===== src/rtl/muldiv_hilo.sv =====
// muldiv_hilo: iterative multiply/divide unit that owns the architectural
// HI/LO registers. Supports MULT, MULTU, DIV, DIVU, MTHI and MTLO.
//
// Ports:
//   clock          system clock, rising edge
//   reset          asynchronous active-high reset, clears all state
//   start          request strobe, only accepted while the unit is idle
//   op[2:0]        000 MULT, 001 MULTU, 010 DIV, 011 DIVU,
//                  100 MTHI, 101 MTLO, 11x ignored
//   rs_data        multiplicand / dividend / move source
//   rt_data        multiplier / divisor
//   hi, lo         architectural HI/LO registers
//   busy           high while a multiply/divide is in flight
//   done           one-cycle pulse after HI/LO are written by MULT/DIV
//
// Optional build macro: MULDIV_FAST_MULT_EN. When it is defined, MULT and
// MULTU use a single-cycle multiplier at the start edge and go straight
// to FIX. Divides always use the iterative path.
//
// state | meaning
// IDLE  | waiting for start; MTHI/MTLO are applied here
// RUN   | one shift-add / restoring shift-subtract step per cycle
// FIX   | sign correction, write HI/LO, pulse done
module muldiv_hilo #(
  parameter int WIDTH = 32
) (
  input  logic             clock,
  input  logic             reset,
  input  logic             start,
  input  logic [2:0]       op,
  input  logic [WIDTH-1:0] rs_data,
  input  logic [WIDTH-1:0] rt_data,
  output logic [WIDTH-1:0] hi,
  output logic [WIDTH-1:0] lo,
  output logic             busy,
  output logic             done
);

  localparam int CW = (WIDTH > 1) ? $clog2(WIDTH) : 1;
  localparam logic [CW-1:0] LAST = CW'(WIDTH - 1);

  typedef enum logic [1:0] {
    IDLE = 2'd0,
    RUN  = 2'd1,
    FIX  = 2'd2
  } state_t;

  state_t state, state_nxt;

  logic [CW-1:0]        cnt;
  logic [2*WIDTH-1:0]   acc;     // mult: {partial, multiplier}; div: {rem, quot}
  logic [WIDTH-1:0]     dvsr;    // multiplicand or divisor magnitude
  logic                 is_div;
  logic                 neg_q;   // negate product / quotient
  logic                 neg_r;   // negate remainder

  logic                 accept;
  logic                 req_mul;
  logic                 req_div;
  logic                 use_sign;
  logic                 a_neg;
  logic                 b_neg;
  logic [WIDTH-1:0]     a_abs;
  logic [WIDTH-1:0]     b_abs;

  assign accept  = start && (state == IDLE);
  assign req_mul = accept && (op[2:1] == 2'b00);
  assign req_div = accept && (op[2:1] == 2'b01);

  // A divide by zero is run unsigned: the restoring loop then leaves the
  // raw dividend in the remainder and all ones in the quotient.
  assign use_sign = !op[0] && !(op[1] && (rt_data == '0));
  assign a_neg    = use_sign && rs_data[WIDTH-1];
  assign b_neg    = use_sign && rt_data[WIDTH-1];
  assign a_abs    = a_neg ? -rs_data : rs_data;
  assign b_abs    = b_neg ? -rt_data : rt_data;

`ifdef MULDIV_FAST_MULT_EN
  logic [2*WIDTH-1:0] fast_prod;
  assign fast_prod = {{WIDTH{1'b0}}, a_abs} * {{WIDTH{1'b0}}, b_abs};
`endif

  // One iteration of either algorithm.
  logic [WIDTH:0]     mul_sum;
  logic [WIDTH:0]     div_tmp;
  logic               div_ge;
  logic [WIDTH-1:0]   div_rem;
  logic [2*WIDTH-1:0] step_nxt;

  always_comb begin
    mul_sum  = {1'b0, acc[2*WIDTH-1:WIDTH]} + (acc[0] ? {1'b0, dvsr} : '0);
    div_tmp  = {acc[2*WIDTH-1:WIDTH], acc[WIDTH-1]};
    div_ge   = (div_tmp >= {1'b0, dvsr});
    // When the trial fails the top bit of div_tmp is necessarily zero,
    // and a successful difference always fits in WIDTH bits.
    div_rem  = div_ge ? (div_tmp[WIDTH-1:0] - dvsr) : div_tmp[WIDTH-1:0];
    step_nxt = is_div ? {div_rem, acc[WIDTH-2:0], div_ge}
                      : {mul_sum, acc[WIDTH-1:1]};
  end

  // Sign correction applied in FIX.
  logic [2*WIDTH-1:0] prod_fix;
  logic [WIDTH-1:0]   hi_res;
  logic [WIDTH-1:0]   lo_res;

  always_comb begin
    prod_fix = neg_q ? -acc : acc;
    if (is_div) begin
      hi_res = neg_r ? -acc[2*WIDTH-1:WIDTH] : acc[2*WIDTH-1:WIDTH];
      lo_res = neg_q ? -acc[WIDTH-1:0] : acc[WIDTH-1:0];
    end else begin
      hi_res = prod_fix[2*WIDTH-1:WIDTH];
      lo_res = prod_fix[WIDTH-1:0];
    end
  end

  always_ff @(posedge clock or posedge reset) begin
    if (reset) state <= IDLE;
    else       state <= state_nxt;
  end

  always_comb begin
    state_nxt = state;
    case (state)
      IDLE: begin
        if (req_div) begin
          state_nxt = RUN;
        end else if (req_mul) begin
`ifdef MULDIV_FAST_MULT_EN
          state_nxt = FIX;
`else
          state_nxt = RUN;
`endif
        end
      end
      RUN:     if (cnt == LAST) state_nxt = FIX;
      FIX:     state_nxt = IDLE;
      default: state_nxt = IDLE;
    endcase
  end

  assign busy = (state != IDLE);

  always_ff @(posedge clock or posedge reset) begin
    if (reset) begin
      hi     <= '0;
      lo     <= '0;
      done   <= 1'b0;
      cnt    <= '0;
      acc    <= '0;
      dvsr   <= '0;
      is_div <= 1'b0;
      neg_q  <= 1'b0;
      neg_r  <= 1'b0;
    end else begin
      done <= (state == FIX);
      case (state)
        IDLE: begin
          if (accept) begin
            if (op == 3'b100) begin
              hi <= rs_data;
            end else if (op == 3'b101) begin
              lo <= rs_data;
            end else if (!op[2]) begin
              is_div <= op[1];
              neg_q  <= a_neg ^ b_neg;
              neg_r  <= a_neg;
              cnt    <= '0;
              dvsr   <= op[1] ? b_abs : a_abs;
              acc    <= {{WIDTH{1'b0}}, (op[1] ? a_abs : b_abs)};
`ifdef MULDIV_FAST_MULT_EN
              if (!op[1]) acc <= fast_prod;
`endif
            end
          end
        end
        RUN: begin
          acc <= step_nxt;
          cnt <= cnt + CW'(1);
        end
        FIX: begin
          hi <= hi_res;
          lo <= lo_res;
        end
        default: ;
      endcase
    end
  end

endmodule


===== config.mk =====
export PLATFORM = sky130hd
export DESIGN_NAME = muldiv_hilo
export DESIGN_NICKNAME = d
export VERILOG_FILES = /design/src/rtl/muldiv_hilo.sv
export SDC_FILE = /design/constraint.sdc
export NUM_CORES = 1
export LEC_CHECK = 0
export ABC_AREA = 1
export BUFFER_PORTS_ARGS = -buffer_cell sky130_fd_sc_hd__buf_2
export CORE_UTILIZATION = 45
export DETAILED_ROUTE_END_ITERATION = 6
export GPL_TIMING_DRIVEN = 0
export SLEW_MARGIN = 20
export SYNTH_ARGS = -nofsm -noshare
export SYNTH_HDL_FRONTEND = slang
export SYNTH_SLANG_ARGS = --single-unit

===== constraint.sdc =====
create_clock -name clock -period 10.4 [get_ports clock]
set_clock_uncertainty 0.15 [all_clocks]
set_input_delay 1.56 -clock clock [delete_from_list [all_inputs] [get_ports clock]]
set_output_delay 1.56 -clock clock [all_outputs]
set_load 0.01 [all_outputs]

# Word-level counts from Yosys, hierarchy flattened
# Index checks and enable logic that the tools add are counted.
[totals]
elab_cells = 90
mem_count = 0
rom_bits = 0
latchBits = 0
mem_bits_rw = 0
input_bits = 70
ff_bits = 171
[classes]
order_cmp = 1
addsub = 8
n_div = 0
n_bitwise = 4
shift = 0
n_eq_ne = 14
multipliers = 0
reduce_logical = 20
muxes = 33
[op_table]
columns = ["cell", "count"]
rows = [
  ["$mux 32", 15],
  ["$mux 64", 6],
  ["$neg 32->32", 4],
  ["$pmux 32 s2", 2],
  ["$pmux 64 s2", 1],
  ["$neg 64->64", 1],
  ["$add 32x32->33", 1],
  ["$ge 33x32->1", 1],
  ["$logic_not 32->1", 1],
  ["$sub 32x32->32", 1],
  ["$mux 5", 4],
  ["$ne 2x2->1 const B", 5],
  ["$pmux 5 s2", 1],
  ["$reduce_and 5->1", 2],
  ["$logic_and 1x1->1", 7],
  ["$eq 3x3->1 const B", 2],
  ["$mux 2", 3],
  ["$reduce_bool 2->1", 3],
  ["$add 5x1->5 const B", 1],
  ["$eq 5x5->1 const B", 1],
  ["$eq 2x1->1 const B", 2],
  ["$logic_not 2->1", 2],
  ["$ne 2x1->1 const B", 2],
  ["$pmux 2 s2", 1],
  ["other kinds (8)", 11],
]

# Depth between registers and ports, before layout
# Gate-level depths: netlist of the first run.
[depth]
ltp_word = 12
ltp_mapped = 20
ltp_nobuf = 18

# Worst setup path after synthesis of the first run
# No wires, ideal clock.
[synth_path]
kind = "input port to flip-flop"
startpoint = "in rt_data[0]"
endpoint = "reg dvsr[14]"
required_time_ps = 10108
n_path_buf = 1
path_stages = 14
arrival_ps = 2894
setup_slack_ps = 7214
setup_ps = 142
cell_sequence = "inv_1 -> ha_1 -> nand3_1 -> nor2_2 -> nand2_1 -> nor2_2 -> nand2_1 -> nand3_4 -> inv_2 -> buf_4 -> nand2_1 -> nand2_1 -> nand2_1 -> o221ai_1"
[synth_via]
elab_chain_len = 7
elab_cells_between_ends = 10
classes_between = "add/sub (1); mux (3); reduce/logical (6)"
[synth_lines]
columns = ["item", "line", "text"]
rows = [
  ["start: declaration", "32", "input logic [WIDTH-1:0] rt_data,"],
  ["parallel branches: the longest is 6 deep, another holds $neg 32->32", "n/a", ""],
  ["$mux 32 *", "169", "dvsr <= op[1] ? b_abs : a_abs;"],
  ["end signal: assignment", "169", ""],
  ["end: declaration", "52", "logic [WIDTH-1:0] dvsr;"],
]
# Mark *: on every way between the ends.
# A chain may end at the register's enable or synchronous reset.

# Worst setup path after layout of the first run
[layout_path]
startpoint = "in rs_data[0]"
endpoint = "reg dvsr[30]"
[layout_via]
elab_chain_len = 3
[layout_lines]
columns = ["item", "line", "text"]
rows = [
  ["start: declaration", "31", "input logic [WIDTH-1:0] rs_data,"],
  ["$neg 32->32", "75", "assign a_abs = a_neg ? -rs_data : rs_data;"],
  ["$mux 32", "75", ""],
  ["$mux 32", "169", ""],
]
# Every way passes these cells.

==> reports/metrics.yaml, run 1 <==
sta:
  hold_violations: 0
  whs_ns: 0.340
  max_freq_ghz: 0.277
  rsz0062_at_grt: "false"
  tns_ns: 0
  period_minus_slack_ns: 3.61
  worst_pin_slew_ns: 0.940
  period_share: 0.347
  finalSetupViolations: 0
  timing.slew.headroom: 0.373
  slew_viol_final: 0
logic_synthesis:
  synth.distinct_cells: 59
  syn_nets: 3395
  ys_ff_latch: 171
  synthTopCellsByArea: "dfrtp_1 (23%), nand2_1 (19%), nand3_1 (11%)"
  async_reset_ff_frac: 1.00
  yosysTopAreaCell: "dfrtp_1"
  synth.most_common_cell: "nand2_1"
  synth_area_per_cell_sq_um: 5.74
  seq_area_frac_synth: 0.229
  yosys_warnings: 0
  synth_ff_type: "dfrtp_1"
  synthTopCellsByCount: "nand2_1 (948), nor2_1 (449), inv_1 (447)"
  syn_inst: 3253
  netlist.area_leader.share: 0.229
  synth_edf_count: 0
  synth_area_sq_um: 18700
drt:
  first_iter_violations: 2834
  first_pass_iters: 6
  drt-total-wl_um: 90600
  routed_via_density: 5.90
  wire_per_inst_um: 22.9
  drc: 0
  final_antenna_net_count: 0
  vias: 23300
clocking:
  cts_buffer_depth: 2
  cts_tree: "done"
  insertion_delay_ns: 0.50
  post_cts_buffers: 0
  cts.clk_slew.worst_paths_ns: 0.08
  cts-resized-gates: 0
  htreeDepth: 4
  numCtsBuffers: 17
  hold_buffers: 0
  cts_sinks: 171
  root_buffer: "clkbuf_16"
floorplan:
  die_y_um: 206
  dieArea_sq_um: 42300
  chipWidth_um: 206
  core_sq_um: 40800
  rows: 74
  ios: 136
  initial_core_util: 0.457
worst_setup_path:
  crit_arrival_ns: 3.81
  cp_slowest_cell: "ha_1"
  start_kind: "primary input"
  r2r-end: "acc[49]"
  slowest_delay_ns: 0.29
  path_common_cell: "nand2_1"
  end_kind: "flip-flop"
  cp_max_fo: 4
  path_delay_family: "simple AND/OR/NAND/NOR gates"
  crit_chain: "buf_2 > inv_1 > ha_1 > nand3_1 > inv_1 > nand2_1 > inv_1 > nand2_1 > inv_1 > nand2_1 > nand2_1 > nand2_1 > nand2_1 > nand3_1 > o211ai_1 > o21ai_1"
  cp_data_required_time_ns: 10.61
  reg2reg_depth: 19
  crit_buf_inv: 5
  worst-setup-path-type: "in2reg"
  r2r-start: "acc[0]"
  reg2reg_slack_ns: 6.84
place:
  io_buffers: 135
  hpwl_um: 74900
  gp_congestion: 1.10
  dp_cells: 3921
  placedInstanceArea_sq_um: 20000
global_route:
  grt_antenna_before_repair: 3
  grt_use_total: 0.431
  grt.overflow.total: 0
  grt_pass1_wl_um: 133000
  grt_max_degree: 107
  first_global_vias: 21600
layout:
  area_growth_syn_to_layout_pct: 10.6
  final_cell_count_no_fill: 3954
  final_cell_area_sq_um: 20700
  nets: 3550
  drive_above_1_share: 0.0833
  final_util: 0.506
hold_path:
  hold_depth: 2
  hold_start: "lo[20]"
  hold_end: "lo[20]"
  hp-class: "reg2reg"
run_status:
  status: "finished, final reports clean"
pwr:
  peakVddDrop_mv: 0.145
  p_per_area_nw_per_um2: 360
  p_leak_uw: 0.0108
flow_run:
  maxCapViolCount: 0
==> area by class of cell <==
class,count,area (sq um)
clock inverter,14,175
inverter,467,1760
fill,4474,20200
clock buffer,17,425
tap,532,666
buffer,101,526
antenna,2,5.00
sequential,171,4280
multi-input combinational,2514,12100
timing repair buffer,136,703
==> tightest hold or removal path, stage by stage, from the launching register on <==
cell	delay [ns]
dfrtp_1	0.35
nand2_1	0.05
o21ai_0	0.06
==> how the worst max path moves through the flow <==
| stage | from | end | slack [ns] | cells past startpoint |
|---|---|---|---|---|
| after CTS | rs_data[0] | dvsr[30] | 6.93 | 16 |
| after detailed placement | rs_data[0] | dvsr[30] | 6.42 | 16 |
| final | rs_data[0] | dvsr[30] | 6.79 | 16 |
| after floorplan | reset | acc[0] | 4.06 | 1 |
| after global routing | acc[0] | acc[57] | 6.64 | 19 |
| after global placement | reset | dvsr[22] | 2.21 | 2 |
==> flip-flops by register name, summed over array words and instances (netlist names) <==
signal / count
hi: 32
acc: 64
dvsr: 32
neg_r: 1
lo: 32
neg_q: 1
is_div: 1
cnt: 5
done: 1
state: 2
==> cell families (layout without fill, tap and decap cells) <==
| kind of cell | Yosys count | after routing | synth area share |
|---|---|---|---|
| AND/OR/NAND/NOR | 1942 | 1942 | 0.444 |
| buffers and inverters | 568 | 735 | 0.122 |
| AO/OA/AOI/OAI | 455 | 455 | 0.134 |
| flip-flops | 171 | 171 | 0.229 |
| adder cells (fa/ha/maj) | 72 | 72 | 0.0491 |
| XOR/XNOR | 45 | 45 | 0.0211 |
| other | 0 | 2 | 0 |
==> power by group <==
group	total, uW	switching [uW]	leakage, uW	internal, uW
Clock	684	342	0.000294	342
Sequential	1530	565	0.00201	969
Combinational	5220	3540	0.00846	1670
==> layer usage <==
layer | part of all wire | wire [um] | global-route usage
met5 | 0.00015 | 14 | 0
met4 | 0.063 | 5670 | 0.248
met3 | 0.11 | 10300 | 0.107
met2 | 0.42 | 38200 | 0.641
met1 | 0.40 | 36400 | 0.563
==> cell usage in the layout (no fill, tap or decap), types with 12 or more instances in the layout <==
cell type / synthesis / final
nor2_1: 449 / 449
nand3b_1: 13 / 13
inv_1: 447 / 446
buf_1: 16 / 16
nor2_2: 19 / 19
clkbuf_16: 0 / 17
nand4_1: 46 / 46
dfrtp_1: 171 / 171
a21oi_1: 199 / 199
inv_2: 14 / 14
nand3_2: 16 / 16
ha_1: 70 / 70
nand3_1: 394 / 394
xor2_1: 37 / 37
buf_2: 22 / 157
o21ai_0: 146 / 146
o221ai_1: 12 / 12
a31oi_1: 30 / 30
o21ai_1: 19 / 19
o211ai_1: 18 / 18
clkbuf_1: 50 / 50
nand2_1: 948 / 948
nor3_1: 24 / 24
==> per-stage QoR <==
| step | setup slack, ns | total power (uW) |
|---|---|---|
| floorplan | 4.06 | 4840 |
| global placement | 2.21 | 6510 |
| detailed placement | 6.42 | 6570 |
| CTS | 6.93 | 7270 |
| global route | 6.64 | 8000 |
| finish | 6.79 | 7430 |
(Power assumes the default switching activity.)
==> run 2, diff against run 1 <==
Clock period 10.4 ns to 3.58 ns, I/O delays scaled along.
==> reports/metrics.yaml, run 2 (synthesis results as in run 1) <==
run_status:
  status: "finished with violations"
  violations: "DRC"
sta:
  worst_pin_slew_ns: 0.958
  finalSetupViolations: 0
  rsz0062_at_grt: "false"
  period_minus_slack_ns: 3.40
  max_freq_ghz: 0.294
  slew_viol_final: 0
  fin_ws_ns: 0.176
  whs_ns: 0.218
  tns_ns: 0
  timing.slew.headroom: 0.362
  hold_violations: 0
  period_share: 0.951
worst_setup_path:
  cp_data_required_time_ns: 3.83
  crit_arrival_ns: 3.65
  start_kind: "flip-flop"
  cp_max_fo: 10
  worst-setup-path-type: "reg2reg"
  end_kind: "flip-flop"
drt:
  drc: 2
  first_pass_iters: 7
  first_iter_violations: 2801
  vias: 23200
  final_antenna_net_count: 0
  drt-total-wl_um: 89800
  wire_per_inst_um: 22.7
  routed_via_density: 5.85
global_route:
  grt_pass1_wl_um: 131000
  grt.overflow.total: 0
  grt_antenna_before_repair: 1
  grt_max_degree: 36
  grt_use_total: 0.426
  first_global_vias: 21100
layout:
  fillers: 4385
  antenna_cells: 0
  final_cell_mix: "nand2_1 (948), nor2_1 (449), inv_1 (446)"
  seqCellArea_sq_um: 4280
  multi_input_area_sq_um: 12100
  area_growth_syn_to_layout_pct: 11.3
  layout_commonest_cell: "nand2_1"
  largest_reg_flops: 64
  regMostFlops: "acc"
  drive_above_1_share: 0.0852
  nets: 3556
pwr:
  p_seq_frac: 0.206
  peakVddDrop_mv: 0.485
  p_sw_frac: 0.597
  power.share.clock: 0.094
  power_switching_uw: 12800
  combPwrFrac: 0.700
  p_leak_uw: 0.0108
  totalPowerFinal_uw: 21500
  p_per_area_nw_per_um2: 1040
  intPower_uw: 8670
place:
  pre_cts_slack_ns: 0.0471
  io_buffers: 135
  gp_congestion: 1.06
  hpwl_um: 74000
clocking:
  insertion_delay_ns: 0.52
  cts_tree: "done"
  root_buffer: "clkbuf_16"
  numCtsBuffers: 17
  cts.clk_slew.worst_paths_ns: 0.07
  cts_sinks: 171
  htreeDepth: 4
  cts_buffer_depth: 2
floorplan:
  initial_core_util: 0.457
  rows: 74
  ios: 136
  chipWidth_um: 206
  dieArea_sq_um: 42300
  die_y_um: 206
  core_sq_um: 40800
flow_run:
  maxCapViolCount: 0
hold_path:
  hp-class: "in2reg"
-- run 2: cell count changes in the layout (fill, tap and decap cells not counted), sizes merged --
cell / delta
diode: -2
clkinvlp: +3
dlygate4sd3: +1
buf: +6
clkinv: -3
-- run 2: timing repair --
item                                   4_1_cts  5_1_grt
setup endpoints to repair                    0       12
buffers inserted                             0        0
endpoints found under the hold margin       12        0
hold buffers                                 1        0
resized for setup                            0        4
-- run 2: power groups by stage --
| stage | Combinational (uW) | Clock, uW | Sequential [uW] |
|---|---|---|---|
| floorplan | 10400 | 0 | 3680 |
| global placement | 14400 | 0 | 4330 |
| detailed placement | 14600 | 0 | 4340 |
| CTS | 14700 | 2030 | 4310 |
| global route | 16700 | 2080 | 4440 |
| finish | 15100 | 2020 | 4420 |
-- run 2: path summary, 6_finish.rpt --
| check | startpoint | endpoint | slack [ns] | depth (start not counted) |
|---|---|---|---|---|
| setup / recovery | acc[0] | acc[49] | 0.18 | 19 |
| min in group asynchronous | reset | hi[21] | 0.42 | 3 |
| setup reg to reg | acc[0] | acc[49] | 0.18 | 19 |
| hold / removal | rt_data[31] | dvsr[31] | 0.22 | 3 |
| hold reg to reg | lo[1] | lo[1] | 0.34 | 2 |
| max in group asynchronous | reset | dvsr[30] | 1.92 | 6 |
-- run 2: area by class of cell --
class                      instances  share of cell area
inverter                         467              0.0847
buffer                           101              0.0254
clock inverter                    14             0.00849
clock buffer                      18              0.0207
timing repair buffer             142              0.0395
sequential                       171               0.206
tap                              532              0.0320
multi-input combinational       2514               0.583
-- run 2: metal layers --
metal  global-route usage  part of all wire  up-vias
li1                     -                 -    10800
met1                0.570              0.41    10700
met2                0.633              0.42     1413
met3               0.0879              0.11      238
met4                0.239             0.058        0
met5                    0                 0        -
-- run 2: critical path, stage by stage, from the launching register on --
cell and delay [ns]:
dfrtp_1 0.32, buf_2 0.28, buf_2 0.30, nand2_1 0.08
inv_1 0.06, ha_1 0.22, inv_1 0.08, fa_1 0.38
inv_1 0.09, nand3_1 0.09, nand2_1 0.20, nand2_1 0.11
nand2_1 0.17, nand2_1 0.09, nand2_1 0.15, nand2_1 0.09
nand3_1 0.08, nand3_1 0.13, nand4_1 0.16, nand2_1 0.06
-- run 2: metrics by stage --
step / instance area (sq um) / std cells / util
floorplan: 18700 / 3253 / -
detailed placement: 20100 / 3926 / 0.493
finish: 20800 / 3959 / 0.509
global placement: 20000 / 3920 / 0.490
global route: 20800 / 3959 / 0.509
CTS: 20800 / 3959 / 0.509
